### config.mk
export PLATFORM = sky130hd
export DESIGN_NAME = mem_burst_master
export DESIGN_NICKNAME = d
export VERILOG_FILES = /design/src/rtl/mem_burst_master.sv
export SDC_FILE = /design/constraint.sdc
export NUM_CORES = 1
export LEC_CHECK = 0
export CAP_MARGIN = 20
export CORE_MARGIN = 2
export CORE_UTILIZATION = 42
export DETAILED_ROUTE_END_ITERATION = 7
export PLACE_DENSITY = 0.81
export SYNTH_ARGS = -nofsm -noshare
export SYNTH_HDL_FRONTEND = slang
export SYNTH_SLANG_ARGS = --single-unit
### constraint.sdc
create_clock -name clk -period 2.8 [get_ports clk]
set_input_delay 0.28 -clock clk [delete_from_list [all_inputs] [get_ports clk]]
set_output_delay 0.28 -clock clk [all_outputs]
set_load 0.05 [all_outputs]
### src/rtl/mem_burst_master.sv
// mem_burst_master: sequences burst reads/writes on the single-port word memory,
// fed by a write stream and draining into a registered read stream.
module mem_burst_master (
  input  logic        clk,
  input  logic        reset,
  input  logic        start,
  input  logic        dir,
  input  logic [15:0] base,
  input  logic [15:0] count,
  input  logic        abort,
  output logic        busy,
  output logic        done,
  input  logic [15:0] wr_data,
  input  logic        wr_valid,
  output logic        wr_ready,
  output logic [15:0] rd_data,
  output logic        rd_valid,
  input  logic        rd_ready,
  output logic [1:0]  mem_mode,
  output logic [15:0] mem_addr,
  output logic [15:0] mem_wdata,
  input  logic [15:0] mem_rdata
);
  localparam logic [1:0] MODE_NOP = 2'b00;
  localparam logic [1:0] MODE_IN  = 2'b01;
  localparam logic [1:0] MODE_OUT = 2'b10;
  localparam logic [2:0] IDLE    = 3'd0;
  localparam logic [2:0] WR      = 3'd1;
  localparam logic [2:0] RD_REQ  = 3'd2;
  localparam logic [2:0] RD_CAP  = 3'd3;
  localparam logic [2:0] RD_HOLD = 3'd4;
  localparam logic [2:0] DONE    = 3'd5;
  logic [2:0]  state_q, state_d;
  logic [15:0] addr_q, addr_d, rem_q, rem_d, rd_data_q, rd_data_d;
  logic        rd_valid_q, rd_valid_d, adv;
  always_ff @(posedge clk or negedge reset) begin
    if (!reset) begin
      state_q    <= IDLE;
      addr_q     <= '0;
      rem_q      <= '0;
      rd_data_q  <= '0;
      rd_valid_q <= 1'b0;
    end else begin
      state_q    <= state_d;
      addr_q     <= addr_d;
      rem_q      <= rem_d;
      rd_data_q  <= rd_data_d;
      rd_valid_q <= rd_valid_d;
    end
  end
  always_comb begin
    state_d = state_q;
    case (state_q)
      IDLE:    if (start) state_d = (count == '0) ? DONE : dir ? WR : RD_REQ;
      WR:      if (abort || (wr_valid && rem_q == 16'd1)) state_d = DONE;
      RD_REQ:  state_d = abort ? DONE : RD_CAP;
      RD_CAP:  state_d = abort ? DONE : RD_HOLD;
      RD_HOLD: state_d = abort ? DONE : !rd_ready ? RD_HOLD : (rem_q != '0) ? RD_REQ : DONE;
      default: state_d = IDLE;
    endcase
  end
  // a word is consumed on an accepted write beat or a read capture
  always_comb begin
    adv        = !abort && ((state_q == WR && wr_valid) || state_q == RD_CAP);
    addr_d     = (state_q == IDLE && start) ? base : adv ? addr_q + 16'd1 : addr_q;
    rem_d      = (state_q == IDLE && start) ? count : adv ? rem_q - 16'd1 : rem_q;
    rd_data_d  = (state_q == RD_CAP && !abort) ? mem_rdata : rd_data_q;
    rd_valid_d = (state_d == RD_HOLD);
  end
  always_comb begin
    busy      = (state_q != IDLE);
    done      = (state_q == DONE);
    wr_ready  = (state_q == WR) && !abort;
    mem_mode  = (state_q == WR && wr_valid && !abort) ? MODE_IN :
                (state_q == RD_REQ && !abort) ? MODE_OUT : MODE_NOP;
    mem_addr  = addr_q;
    mem_wdata = reset ? wr_data : '0;
    rd_data   = rd_data_q;
    rd_valid  = rd_valid_q;
  end
endmodule
==> key figures <==
Run status
  – Status: finished, final reports clean

Clock tree
  – Worst-Skew Late Latency: 0.31 ns
  – CTS tree: yes
  – Clock Sinks: 52
  – Clock Pin Slew Worst Setup and Hold Paths: 0.09 ns
  – Clock root buffer: clkbuf_8
  – CTS H-tree depth: 2
  – CTS buffer count: 5
  – Clock buffer depth: 2

Yosys
  – Synth area leader: dfrtp_1
  – Post-synth top cells: dfrtp_1, nand2_1, o21ai_0
  – Synth Area per Inst: 9.614 µm²
  – Most numerous cell in the Yosys netlist: dfrtp_1
  – Sequential area share after synthesis: 46.51%
  – Distinct cells, synth: 40
  – Synth area leaders: dfrtp_1, mux2_2, nand2_1, o21ai_0, xnor2_1
  – Syn_nets: 365
  – Post-synthesis async set-or-reset flop share: 100.0%
  – Area share of the largest cell type after synthesis: 46.51%
  – Synth warn: 0
  – Main synth FF type: dfrtp_1
  – Synthesized cell area: 2798 µm²
  – #FFs+latches synth: 52
  – Post-synth EDFFs: 0
  – Synthesized instance count: 291

Timing
  – Max-slew headroom: 63.73%
  – Final Max Tran Viols: 0
  – Minimum clock period: 2.505 ns
  – Final WS setup: 0.2946 ns
  – Setup tns final: 0 ns
  – Worst Clk Skew: 0.009724 ns
  – RSZ-0062 raised after global routing: no
  – Hold Fails Final Rpt: 0
  – Setup-failing EPs final: 0
  – Max Freq: 399.1 MHz
  – Crit share post-route: 89.48%
  – Worst Max-Slew Pin Slew: 0.5440 ns

Place
  – DP Cell Count: 479
  – Port bufs: 124
  – DP HPWL: 5674 µm
  – Dpl ws: 0.4639 ns
  – RePlAce Congestion: 0.8212

Die
  – Num rows: 29
  – Starting Density: 43.81%
  – Chip Height: 85.62 µm
  – Top Ports: 125
  – Core Region: 6386 µm²
  – DIE WIDTH: 85.62 µm
  – Die area: 7330 µm²

Final layout
  – Nets: 484
  – Area occupied by multi-input gates: 1413 µm²
  – Area grow syn2layout: 49.82%
  – Sequential standard cell area: 1301 µm²
  – Ant diodes: 0
  – Share of cells above drive strength 1: 9.024%
  – Fillers: 527
  – Non-Filler Instances: 487

Power and ir drop
  – Leakage power: 0.001644 µW
  – Power per cell area: 1019 nW/µm²
  – Maximum vdd ir drop: 0.7229 mV

GRT
  – Largest net degree at the start of global routing: 49
  – GRT Util Overall: 20.35%
  – Total gr overflow: 0
  – Vias in the first global route: 2486
  – Initial antenna violation count: 0
  – First-pass GRT wire length: 11810 µm

Critical path
  – CP arrival: 2.23 ns
  – CP endpoint kind: primary output
  – Critical path class: input port to primary output
  – Crit path launch type: input port
  – Critical Path Fanout Max: 28
  – Required @ worst endpoint: 2.52 ns

Detailed routing
  – Pre-antenna DRT Iters: 4
  – DR DRC count: 0
  – Via count: 2510
  – Post-DRT Antenna Nets: 0
  – Drt first-iter violations: 163
  – Total wire length: 7378 µm
  – Drt wl/cell: 15.15 µm
  – Vias/cell: 5.154

Flow run
  – Max cap viols: 0

Hold path
  – Hold Crit Class: input port to asynchronous set/reset pin
repair_timing:
action / CTS / global route
setup buffers: 0 / 0
gates resized for setup: 0 / 0
hold buffers: 1 / 0
hold endpoints to repair: 11 / 0
state kept, by name, indices dropped and copies added (netlist names):
name and cells:
state_q 3, mem_addr 16, rd_data 16, rem_q 16
rd_valid 1
through the flow:
step                      utilization [%]  power [µW]  cell area (µm²)  hold WS (ns)
after floorplan                         -        3029             2798      -0.01559
after global placement              64.20        3814             4100        0.2506
after detailed placement            64.20        3871             4100        0.2658
after CTS                           65.63        4299             4192        0.4626
after global routing                65.63        4531             4192        0.4838
final                               65.63        4272             4192        0.4534
kinds of logic (layout without fill, tap and decap cells):
family / Yosys count / count (layout) / share of synthesized area, %
AND/OR/NAND/NOR: 126 / 126 / 24.55
flip-flops: 52 / 52 / 46.51
AO/OA/AOI/OAI: 44 / 44 / 8.676
XOR/XNOR: 29 / 29 / 9.079
buffers and inverters: 20 / 139 / 3.041
multiplexers: 17 / 17 / 6.798
adder cells (fa/ha/maj): 3 / 3 / 1.342
placed cells by master, fill, tap and decap left out, types with 2 or more instances in the layout:
master / n
nand3_1: 7
or3_1: 2
clkbuf_8: 5
and4_1: 3
nor2_1: 12
nand2_1: 43
and2_1: 19
mux2_2: 16
o21ai_0: 28
o21ai_1: 4
nor3_1: 4
clkdlybuf4s50_1: 123
and3_1: 7
nand2b_1: 2
o31ai_1: 2
buf_4: 3
ha_1: 3
nor3b_1: 2
xnor2_1: 15
a21oi_1: 4
nor4_1: 7
inv_1: 3
xor2_1: 14
nor3_2: 3
nand4_1: 6
or4_4: 2
dfrtp_1: 52
routing by layer:
metal | part of all wire [%] | GRT usage, % | wire (µm) | vias up
met3 | 8.3 | 5.679 | 612 | 7
met1 | 44 | 26.05 | 3248 | 1158
li1 | - | - | - | 1237
met2 | 47 | 34.30 | 3437 | 108
met5 | 0 | 0 | 0 | -
met4 | 1.1 | 4.906 | 80 | 0
power breakdown:
part	leakage, µW	internal [µW]	switching [µW]
Sequential	0.000647	1100	345
Clock	0.0000400	170	250
Combinational	0.000957	936	1470
final timing paths:
kind | start | to | slack [ns] | depth (start not counted)
worst max-delay path | reset | mem_wdata[10] | 0.29 | 4
max in group asynchronous | reset | rem_q[11]$_DFFE_PN0P_ | 1.43 | 3
worst max register to register | rem_q[6]$_DFFE_PN0P_ | rem_q[13]$_DFFE_PN0P_ | 0.65 | 5
worst min-delay path | reset | rd_data[9]$_DFFE_PN0P_ | 0.45 | 2
worst min register to register | rd_data[9]$_DFFE_PN0P_ | rd_data[9]$_DFFE_PN0P_ | 0.51 | 1
min in group clk | rd_data[9]$_DFFE_PN0P_ | rd_data[9]$_DFFE_PN0P_ | 0.51 | 1
layout make-up:
class                   instances  area share (%)
clock buffers                   5           1.642
multi-input cells             219           33.70
well taps                      77           2.299
inverters                       3          0.2687
clock inverters                 2          0.2985
repair buffers                129           30.75
flip-flops and latches         52           31.04
worst max-delay path: stages:
cell,delay (ns)
dlygate4sd3_1,0.52
buf_2,0.40
and2_1,0.21
clkdlybuf4s50_1,0.80
Note: power is estimated with default switching activity, not from simulation.
